--- src/rtl/int_sequencer.sv ---
// Prioritised, maskable interrupt sequencer: edge-latched requests are arbitrated in IDLE,
// then driven through a stall / stack-push / vector-jump entry sequence until reti.
module int_sequencer #(
  parameter int          NIRQ        = 8,
  parameter logic [15:0] VEC_BASE    = 16'h00F8,
  parameter int          CALL_CYCLES = 2
) (
  input  logic            CLK,
  input  logic            RST,
  input  logic [NIRQ-1:0] interrupts,
  input  logic            mask_we,
  input  logic [NIRQ-1:0] mask_wdata,
  input  logic            reti,
  output logic [15:0]     Addr,
  output logic            Call,
  output logic            INTjmp,
  output logic            intSTOP,
  output logic            active,
  output logic [2:0]      irq_idx,
  output logic [NIRQ-1:0] pending,
  output logic [NIRQ-1:0] mask
);

  typedef enum logic [2:0] {
    S_IDLE,
    S_STOP,
    S_CALL,
    S_JMP,
    S_SERVICE
  } state_t;

  localparam logic [1:0] CALL_LAST = 2'(CALL_CYCLES - 1);

  state_t          r_state;
  state_t          w_nextState;
  logic [NIRQ-1:0] r_prev;
  logic [NIRQ-1:0] r_pending;
  logic [NIRQ-1:0] r_mask;
  logic [2:0]      r_idx;
  logic [1:0]      r_callCnt;
  logic [1:0]      w_callCntNext;
  logic [NIRQ-1:0] w_edge;
  logic [NIRQ-1:0] w_req;
  logic [NIRQ-1:0] w_clr;
  logic [2:0]      w_grantIdx;
  logic            w_grant;
  logic            w_accept;

  assign w_edge   = interrupts & ~r_prev;
  assign w_req    = r_pending & r_mask;
  assign w_accept = (r_state == S_IDLE) && w_grant;

  // Lowest enabled pending index wins; w_clr is its one-hot clear mask.
  always_comb begin
    w_grant    = 1'b0;
    w_grantIdx = 3'd0;
    w_clr      = '0;
    for (int i = 0; i < NIRQ; i++) begin
      if (w_req[i] && !w_grant) begin
        w_grant    = 1'b1;
        w_grantIdx = 3'(i);
        w_clr[i]   = 1'b1;
      end
    end
  end

  always_comb begin
    w_nextState   = r_state;
    w_callCntNext = r_callCnt;
    Addr          = 16'h0000;
    Call          = 1'b0;
    INTjmp        = 1'b0;
    intSTOP       = 1'b0;
    active        = 1'b0;
    case (r_state)
      S_IDLE: begin
        if (w_grant) w_nextState = S_STOP;
      end
      S_STOP: begin
        intSTOP       = 1'b1;
        w_callCntNext = 2'd0;
        w_nextState   = S_CALL;
      end
      S_CALL: begin
        intSTOP = 1'b1;
        Call    = 1'b1;
        if (r_callCnt == CALL_LAST) w_nextState = S_JMP;
        else w_callCntNext = r_callCnt + 2'd1;
      end
      S_JMP: begin
        intSTOP     = 1'b1;
        INTjmp      = 1'b1;
        Addr        = VEC_BASE + {13'b0, r_idx};
        w_nextState = S_SERVICE;
      end
      S_SERVICE: begin
        active = 1'b1;
        if (reti) w_nextState = S_IDLE;
      end
      default: w_nextState = S_IDLE;
    endcase
  end

  // Edge-detect history resets to all ones so lines already high at release never fire.
  always_ff @(posedge CLK) begin
    if (!RST) begin
      r_state   <= S_IDLE;
      r_callCnt <= 2'd0;
      r_prev    <= '1;
      r_pending <= '0;
      r_mask    <= '0;
      r_idx     <= 3'd0;
    end else begin
      r_state   <= w_nextState;
      r_callCnt <= w_callCntNext;
      r_prev    <= interrupts;
      r_pending <= (r_pending & ~(w_accept ? w_clr : '0)) | w_edge;
      if (mask_we) r_mask <= mask_wdata;
      if (w_accept) r_idx <= w_grantIdx;
    end
  end

  assign irq_idx = r_idx;
  assign pending = r_pending;
  assign mask    = r_mask;

endmodule

--- config.mk ---
export PLATFORM = sky130hd
export DESIGN_NAME = int_sequencer
export DESIGN_NICKNAME = d
export VERILOG_FILES = /design/src/rtl/int_sequencer.sv
export SDC_FILE = /design/constraint.sdc
export NUM_CORES = 1
export LEC_CHECK = 0
export CAP_MARGIN = 0
export CORE_AREA = 2 2 62 64
export DETAILED_ROUTE_END_ITERATION = 16
export DIE_AREA = 0 0 64 66
export GPL_TIMING_DRIVEN = 0
export PLACE_DENSITY_LB_ADDON = 0.08
export SYNTH_ARGS = -nofsm -noshare
export SYNTH_HDL_FRONTEND = slang
export SYNTH_SLANG_ARGS = --single-unit
--- constraint.sdc ---
create_clock -name CLK -period 1.9 [get_ports CLK]
set_input_delay 0.38 -clock CLK [delete_from_list [all_inputs] [get_ports CLK]]
set_output_delay 0.38 -clock CLK [all_outputs]
set_load 0.02 [all_outputs]
==> results.md, run 1 <==
Outcome:
- The flow ran to the end, and the final reports show no timing, DRC or antenna violations.

Route:
- The average routed wire per standard cell is 12.8 um.
- Using the TritonRoute via totals, the vias-per-cell ratio works out to 4.81.
- Once detail routing completed, the nets flagged for antenna violations numbered 0.
- For this block, the initial DRC count from the detailed router was 44.
- The total via count in the routed design is 1343.
- For this block, the routed nets add up to 3.57 mm of wire.
- The total DRC errors in the routed layout is 0.
- The count of TritonRoute iterations in the first routing pass is 4.

Critical path:
- The classification of the worst setup path is register to output pin.
- Of all nets on the critical path, the largest fanout is 10.
- The type of origin of the critical path is a register.
- The family of cells with the greatest summed delay on the critical path is buffers and inverters.
- STA puts the critical path data required time at 1.52 ns.
- The count of buffering cells on the critical path with inverters included is 2.
- The slowest stage cell on the critical path is sky130_fd_sc_hd__dlygate4sd2_1.
- STA classifies the critical path endpoint as an output pin.
- Walking the worst path, the cells encountered are clkbuf_8, nand2b_4, nor2_4, dlygate4sd2_1.
- The longest individual stage delay on the worst path is 0.35 ns.
- Data arrives at the worst endpoint at 1.44 ns.

Clock network:
- In this run the deepest clock path goes through 2 buffers.
- The clock tree root buffer cell is sky130_fd_sc_hd__clkbuf_4.
- CTS built an H-tree with a depth of 2.
- Clock tree synthesis found a total of 32 sinks.
- Clock tree synthesis inserted a total of 5 buffers.
- For the worst-skew pair, the clock arrives at the later sink with an insertion delay of 0.33 ns.
- The TritonCTS clock tree is yes.
- Clock-pin slew was measured on the worst setup and hold paths at 0.10 ns.

Global route:
- The initial antenna violation count is 0.
- The total overflow left after global routing is 0.
- The via count of the first global-routing pass is 1243.
- The pin count of the biggest net entering global routing is 11.
- For this run, the total global-route usage over all layers was measured as 17.1%.
- The first-pass GRT wire length is 5.54 mm.

Pwr:
- The ratio of total power to cell area is 689 nW/um2.
- Power comes to 1.47 mW.
- The peak supply drop is 0.000548 V.
- The leakage dissipation is 0.910 nW.

Timing:
- For the pin with the worst max-slew slack, the measured transition is 0.622 ns.
- The worst path meets setup with 0.0826 ns of slack.
- The number of hold violations in the final report was 0.
- Setup violations remaining at the end of the flow were counted as 0.
- The max-slew violation total from the final report came to 0.
- The clock period could shrink to 1.82 ns.
- Clock skew on the completed layout was measured at 0.00869 ns.
- Derived from the worst setup path, the maximum achievable clock frequency is 550 MHz.
- The relative slew slack is 58.2%.
- The final worst-path cycle share is 95.7%.

Logic synthesis:
- By area the synthesized netlist is led by sky130_fd_sc_hd__dfxtp_1 (43%), sky130_fd_sc_hd__buf_4 (7.1%), sky130_fd_sc_hd__nor2b_1 (6.7%).
- The prevailing post-synth register cell is sky130_fd_sc_hd__dfxtp_1.
- After technology mapping, the gate count stands at 163.
- The area of the mapped netlist is 1490 um2.
- The average cell area after synthesis is 9.12 um2.
- The distinct cell type count of the synthesized netlist is 36.
- The number of synthesized flops with an enable pin is 0.
- The register bit total from synthesis is 32.
- For this run, the register share of the synthesized area comes to 43.1%.
- Of all cell types, the one taking the most synthesized area is sky130_fd_sc_hd__dfxtp_1.
- The top cell type by area accounts for 43.1% of the synthesized area.
- For this run, the number of Yosys warnings is 0.
- The fraction of registers with async set or reset after synthesis is 0%.

Floorplanning:
- Once the floorplan was initialized, standard cells occupied 41.9% of the core.
- The die covers 4220 um2.
- The die extent in y is 66 um.
- The standard-cell row count is 22.
- The region available for standard cell placement spans 3550 um2.
- From left edge to right edge, the die measures 64 um.
- During I/O placement, the number of pins put on the boundary was 59.

Layout:
- The repair_antennas step left the layout with diodes totalling 0.
- Compared with the post-synthesis result, the final layout area differs by 43.3%.
- At the end of the flow, the number of nets in the layout was 251.
- The post-route netlist has 16.0% of its cells at a drive strength greater than 1.

Worst hold path:
- The class of the most critical hold timing path is register to register.

Place:
- The post-place setup slack is -0.305 ns.
- Once detailed placement completed, the half-perimeter wirelength came to 2.62 mm.
- The number of input and output port buffers inserted is 49.
- The global placer's final weighted congestion is 0.879.

Job:
- Across the run, the number of max-cap violations was 0.
==> layout make-up <==
class / instances / area, um2
Buffer: 19 / 134
Inverter: 3 / 11.3
Multi-Input combinational cell: 117 / 753
Clock inverter: 1 / 7.51
Clock buffer: 7 / 55.1
Tap cell: 48 / 60.1
Fill cell: 346 / 1420
Timing Repair Buffer: 52 / 468
Sequential cell: 32 / 641
==> what timing repair did <==
item,in CTS,in global routing
setup endpoints to repair,17,9
pin swaps,3,1
gates cloned,1,0
hold buffers,0,0
setup buffers,2,1
resized for setup,33,8
==> cells in the mapped netlist, types with 2 or more instances <==
library cell / number
sky130_fd_sc_hd__a21boi_0: 4
sky130_fd_sc_hd__a21oi_1: 4
sky130_fd_sc_hd__a22oi_1: 2
sky130_fd_sc_hd__and2_1: 5
sky130_fd_sc_hd__buf_4: 14
sky130_fd_sc_hd__clkbuf_1: 4
sky130_fd_sc_hd__dfxtp_1: 32
sky130_fd_sc_hd__inv_1: 3
sky130_fd_sc_hd__mux2i_1: 8
sky130_fd_sc_hd__nand2_1: 10
sky130_fd_sc_hd__nand2b_1: 13
sky130_fd_sc_hd__nand3_1: 6
sky130_fd_sc_hd__nand3b_1: 2
sky130_fd_sc_hd__nand4_1: 4
sky130_fd_sc_hd__nor2_1: 6
sky130_fd_sc_hd__nor2b_1: 16
sky130_fd_sc_hd__nor3_1: 3
sky130_fd_sc_hd__o21a_1: 4
sky130_fd_sc_hd__o21ai_0: 6
==> flip-flops by register name, indices dropped and copies added (netlist names) <==
register   flops
mask           8
pending        8
r_prev         8
irq_idx        3
r_state        3
r_callCnt      2
==> cells in the final DEF (no fill, tap or decap), types with 2 or more instances in the layout <==
master	instances
sky130_fd_sc_hd__nand4_1	4
sky130_fd_sc_hd__a21boi_0	4
sky130_fd_sc_hd__a22oi_1	2
sky130_fd_sc_hd__buf_4	17
sky130_fd_sc_hd__nand3b_1	2
sky130_fd_sc_hd__clkbuf_4	5
sky130_fd_sc_hd__dlygate4sd2_1	4
sky130_fd_sc_hd__nor2_4	2
sky130_fd_sc_hd__o21a_1	4
sky130_fd_sc_hd__nor2b_1	16
sky130_fd_sc_hd__nand2b_1	12
sky130_fd_sc_hd__nor3_1	3
sky130_fd_sc_hd__a21oi_1	4
sky130_fd_sc_hd__clkdlybuf4s50_1	37
sky130_fd_sc_hd__mux2i_1	8
sky130_fd_sc_hd__o21ai_0	6
sky130_fd_sc_hd__and2_1	5
sky130_fd_sc_hd__clkbuf_8	2
sky130_fd_sc_hd__nand2_1	10
sky130_fd_sc_hd__dfxtp_1	32
sky130_fd_sc_hd__conb_1	8
sky130_fd_sc_hd__clkbuf_1	5
sky130_fd_sc_hd__inv_1	3
sky130_fd_sc_hd__buf_2	8
sky130_fd_sc_hd__nand3_1	6
sky130_fd_sc_hd__nor2_1	5
==> metal layers <==
metal,share of wire [%],global-route usage (%),routed length (um),vias to the layer above
met4,1.4,6.52,51,0
met5,0,0,0,-
met1,42,20.0,1490,612
met2,51,29.7,1820,51
met3,6.0,4.60,213,6
li1,-,-,-,674
==> worst paths after layout <==
check        cells after the start                     from  slack [ns]                     to
max                              4  r_state[1]$_SDFFE_PN0P_        0.08                 INTjmp
min                              2     r_prev[4]$_SDFF_PN1_        0.48  pending[4]$_SDFF_PN0_
max reg2reg                      5  r_state[1]$_SDFFE_PN0P_        0.28  pending[6]$_SDFF_PN0_
min reg2reg                      2     r_prev[4]$_SDFF_PN1_        0.48  pending[4]$_SDFF_PN0_
==> cell families (layout without fill, tap and decap cells) <==
family / after synthesis / in the layout / share of synthesized area, %
xor gates and xnor gates: 1 / 1 / 0.589
AOI/OAI and AO/OA: 30 / 30 / 14.6
adders and majority gates: 1 / 1 / 0.842
buffers and inverters: 22 / 82 / 9.76
other: 1 / 8 / 0.252
muxes: 8 / 8 / 5.39
DFF: 32 / 32 / 43.1
and+or+nand+nor: 68 / 69 / 25.4
==> per-stage QoR <==
stage                     TNS (ns)  instances  hold slack (ns)  utilization [%]  instance area, um2
final                            0        279            0.478             60.0                2130
after global routing      -0.00582        279            0.503             60.0                2130
after CTS                        0        278            0.485             61.2                2170
after detailed placement     -2.85        267            0.470             58.1                2060
after global placement       -2.43        267            0.470             58.1                2060
after floorplan                  0        170            0.453                -                1510
==> tightest hold or removal path: stages, from the launching register on <==
cell                       delay (ns)
sky130_fd_sc_hd__dfxtp_1         0.31
sky130_fd_sc_hd__nand3b_1        0.09
sky130_fd_sc_hd__nand2_1         0.04
==> where the power goes <==
| part | internal, mW | leakage (nW) | switching, mW |
|---|---|---|---|
| Combinational | 0.160 | 0.615 | 0.157 |
| Clock | 0.181 | 0.0315 | 0.223 |
| Sequential | 0.712 | 0.264 | 0.0350 |
Note: power is estimated with default switching activity, not from simulation.
==> inputs of run 2 (changes only) <==
ABC_AREA = 1   (was default)
CORE_AREA = 2 2 64 66   (was 2 2 62 64)
DIE_AREA = 0 0 66 68   (was 0 0 64 66)
clock period = 1.85 ns   (was 1.9 ns; I/O delays follow)
==> run 2 against run 1 <==
Area after synthesis grew 8.3%. Wire length shrank 2.7%. Core utilization grew 1.2 points. Critical endpoint is now Addr[0].
==> results.md, run 2 <==
Logic synthesis:
- Sorting the synthesized cells by how often they occur yields sky130_fd_sc_hd__nand2_1 (34), sky130_fd_sc_hd__dfxtp_1 (32), sky130_fd_sc_hd__nor2_1 (32), sky130_fd_sc_hd__inv_1 (25), sky130_fd_sc_hd__buf_4 (13).
- Counting flops with a built-in enable in the synthesized netlist gives 0.
- The synthesized netlist contains 29 unique library cells.
- The register bit total from synthesis is 32.
- The synthesized design spends more area on one cell type than any other, namely sky130_fd_sc_hd__dfxtp_1.
- The average instance in the mapped netlist occupies 7.70 um2.
- The sequential area share after synthesis is 39.8%.
- Yosys attributes the largest share of cell area to sky130_fd_sc_hd__dfxtp_1 (40%), sky130_fd_sc_hd__nand2_1 (7.9%), sky130_fd_sc_hd__nor2_1 (7.5%).
- The fraction of registers with async set or reset after synthesis is 0%.
- For this run, the number of Yosys warnings is 0.
- The prevailing post-synth register cell is sky130_fd_sc_hd__dfxtp_1.
- The most repeated cell in the gate-level netlist after synthesis is sky130_fd_sc_hd__nand2_1.
- Summed over its instances, the top area cell type makes up 39.8% of the synthesized netlist area.
- The area of the mapped netlist is 1610 um2.
- Counting every instance in the synthesized netlist gives 209.

Critical path:
- The largest individual stage delay along the critical path comes from the cell sky130_fd_sc_hd__dfxtp_4.
- The type of origin of the critical path is a register.
- Traced cell by cell, the critical path runs through inv_6, nor3_4, buf_6, clkinvlp_4, nor2_1, buf_4.
- The classification of the worst setup path is register to output pin.
- The critical path runs through a total of 6 cells.
- On the worst path, the slowest cell contributes a delay of 0.37 ns.
- STA puts the critical path data arrival time at 1.41 ns.
- The worst register-to-register path begins at mask[0]$_SDFFE_PN0P_.
- The endpoint of the most critical register-to-register path is irq_idx[1]$_SDFFE_PN0N_.
- STA classifies the critical path endpoint as an output pin.
- The family of cells with the greatest summed delay on the critical path is buffers and inverters.
- The count of buffering cells on the critical path with inverters included is 4.
- For the worst setup path, the data required time is 1.48 ns.
- In this run the register-to-register setup slack is 0.53 ns.
- The depth of the most critical reg-to-reg path is 8.
- The origin of the worst setup path is r_state[1]$_SDFFE_PN0P_.
- The maximum fanout along the worst path is 5.
- The end point of the critical path is Addr[0].

Timing:
- The number of hold violations in the final report is 0.
- The final worst-path cycle share is 96.4%.
- Setup violations remaining at the end of the flow were counted as 0.
- Setup repair after global routing could not meet its margin everywhere.
- The setup clock skew after layout is 0.00275 ns.
- The routed design could run at a clock period as short as 1.78 ns.
- The worst setup margin is 0.0675 ns.
- Based on the critical path, the design can be clocked at up to 561 MHz.
- The max-slew violation total from the final report is 0.

Pwr:
- The leakage dissipation is 1.13 nW.
- The ratio of total power to cell area is 1040 nW/um2.
- For this design the total switching power over the nets is 0.822 mW.
- The internal portion of the total power is 1.63 mW.
- The clock network burns 29.5% of the power.
- The power share of the sequential group is 34.7%.
- The fraction of power consumed by combinational cells is 35.8%.
- The peak supply drop is 0.000526 V.
- Overall power consumption after layout is estimated at 2.45 mW.
- Net switching is 33.5% of the power.

Floorplanning:
- Pin placement for this block handled 59 I/O pins.
- The die extent in y is 68 um.
- Row generation in the floorplan step produced 23 rows.
- The die covers 4490 um2.
- The initial standard-cell utilization of the core is 41.8%.
- The x dimension of the die is 66 um.
- The area of the placeable core is 3860 um2.

Clock network:
- After clock tree synthesis, the clock-pin slew on the worst setup and hold paths is 0.06 ns.
- The clock tree root buffer cell is sky130_fd_sc_hd__clkbuf_8.
- The number of buffers created by CTS is 5.
- TritonCTS built the clock tree.
- Clock latency on the worst-skew pair, taken at its later pin, is 0.28 ns.
- In this run the number of H-tree levels came out at 2.
- The maximum buffer depth of the clock tree is 2.
- The number of sinks handled by clock tree synthesis is 32.

Route:
- In the routed design, unresolved DRC markers number 0.
- Summed over all layers, the routed wires come to 3.48 mm.
- The count of routing violations after the opening detailed-route iteration is 46.
- The average routed wire per standard cell is 10.6 um.
- The number of antenna-violating nets in the routed design is 0.
- The routed layout has 1429 vias.
- The count of TritonRoute iterations in the first routing pass is 4.
- In the routed layout, each cell is associated on average with a via count of 4.34.

Place:
- At the end of routability-driven placement, the weighted congestion stood at 0.761.
- The wire-length estimate of the detail-placed layout is 2.69 mm.
- The post-place setup slack is -0.304 ns.
- The number of input and output port buffers inserted is 50.
- The number of placed instances, taps included, is 316.

Global route:
- The pin count of the biggest net entering global routing is 11.
- The initial antenna violation count is 0.
- The via count of the first global-routing pass came to 1252.
- The total congestion overflow after global routing is 0.
- The first global-routing pass estimated 5.54 mm of wire.
- The global-route total usage across every layer is 16.2%.

Job:
- The reported max-cap violation count is 0.

Layout:
- The share of the core filled with cells in the final layout is 61.2%.
- The number of diodes is 0.
- For this run, the post-layout net count is 299.
- The post-synthesis to final-layout area growth is 46.5%.
- The library cells used most frequently in the layout, excluding fill and tap cells, are sky130_fd_sc_hd__clkdlybuf4s50_1 (38), sky130_fd_sc_hd__nand2_1 (34), sky130_fd_sc_hd__nor2_1 (32), sky130_fd_sc_hd__dfxtp_1 (29), sky130_fd_sc_hd__inv_1 (24).
- The proportion of layout cells with a drive suffix above 1 is 27.6%.
- The most common cell after layout, fill and taps aside is sky130_fd_sc_hd__clkdlybuf4s50_1.
- The count of non-filler cells in the finished layout is 329.

Worst hold path:
- The class of the most critical hold timing path is register to register.

Outcome:
- The flow ran to the end, and the final reports show no timing, DRC or antenna violations.
run 2: cell types whose count changed after synthesis, sizes merged, moves of 5 or more:
cell	before	now
a21boi	5	0
a21oi	4	12
and2	5	0
inv	3	29
mux2i	8	0
nand2	10	41
nand2b	13	0
nand3	6	11
nor2	6	40
nor2b	16	0
o21ai	6	11
or2	0	8
run 2: cell type report:
cell class | count | area [um2]
Multi-Input combinational cell | 140 | 787
Clock inverter | 1 | 30.0
Timing Repair Buffer | 55 | 512
Buffer | 15 | 106
Tap cell | 50 | 62.6
Inverter | 29 | 118
Sequential cell | 32 | 647
Clock buffer | 7 | 96.3
Fill cell | 390 | 1500
run 2: timing repair:
item	4_1_cts	5_1_grt
pin swaps	1	2
setup buffers	1	4
setup endpoints to repair	12	9
hold buffers	0	0
hold endpoints to repair	0	0
gates resized for setup	30	10
run 2: cell families (layout without fill, tap and decap cells):
kind of cell | after synthesis | in the layout | share of synthesized area (%)
simple gates | 107 | 107 | 35.9
buf+inv | 44 | 107 | 13.4
flops | 32 | 32 | 39.8
compound gates | 24 | 24 | 9.95
fa+ha+maj | 1 | 1 | 0.777
other cells | 1 | 8 | 0.233
run 2: power by group through the flow:
| stage | combinational (mW) | clock (mW) | sequential [mW] |
|---|---|---|---|
| after floorplan | 0.551 | 0 | 0.895 |
| after global placement | 0.840 | 0 | 0.862 |
| after detailed placement | 0.850 | 0 | 0.865 |
| after CTS | 0.832 | 0.743 | 0.854 |
| after global routing | 0.959 | 0.772 | 0.861 |
| final | 0.877 | 0.723 | 0.851 |
run 2: routing by layer:
| metal | global-route usage, % | routed length (um) | vias up |
|---|---|---|---|
| met5 | 0 | 0 | - |
| met4 | 6.89 | 50 | 0 |
| met3 | 4.44 | 242 | 6 |
| met2 | 26.3 | 1600 | 51 |
| met1 | 20.4 | 1580 | 612 |
| li1 | - | - | 760 |
run 2: worst register-to-register path: cells and delay by family, from the launching register on:
kind | cells | cell delay [ns]
and+or+nand+nor | 8 | 0.85
DFF | 1 | 0.36
run 2: worst min path at each step:
stage	cells past startpoint	start	slack (ns)	endpoint
after floorplan	3	r_prev[7]$_SDFF_PN1_	0.46	pending[7]$_SDFF_PN0_
after global placement	2	pending[6]$_SDFF_PN0_	0.47	pending[6]$_SDFF_PN0_
after detailed placement	3	r_prev[7]$_SDFF_PN1_	0.47	pending[7]$_SDFF_PN0_
after CTS	3	r_prev[7]$_SDFF_PN1_	0.48	pending[7]$_SDFF_PN0_
after global routing	3	r_prev[7]$_SDFF_PN1_	0.51	pending[7]$_SDFF_PN0_
final	3	r_prev[7]$_SDFF_PN1_	0.48	pending[7]$_SDFF_PN0_
run 2: per-stage QoR:
step,hold WS (ns),cell area (um2),setup TNS [ns]
after global routing,0.514,2360,-0.0883
after detailed placement,0.474,2210,-1.84
final,0.485,2360,0
after CTS,0.484,2330,0
after global placement,0.470,2210,-1.63
after floorplan,0.458,1640,0
==> inputs of run 3 (changes only) <==
SLEW_MARGIN = 20   (was default)
==> results of run 3 <==
Same layout as run 2: the final DEF is identical, and so are final timing and power.
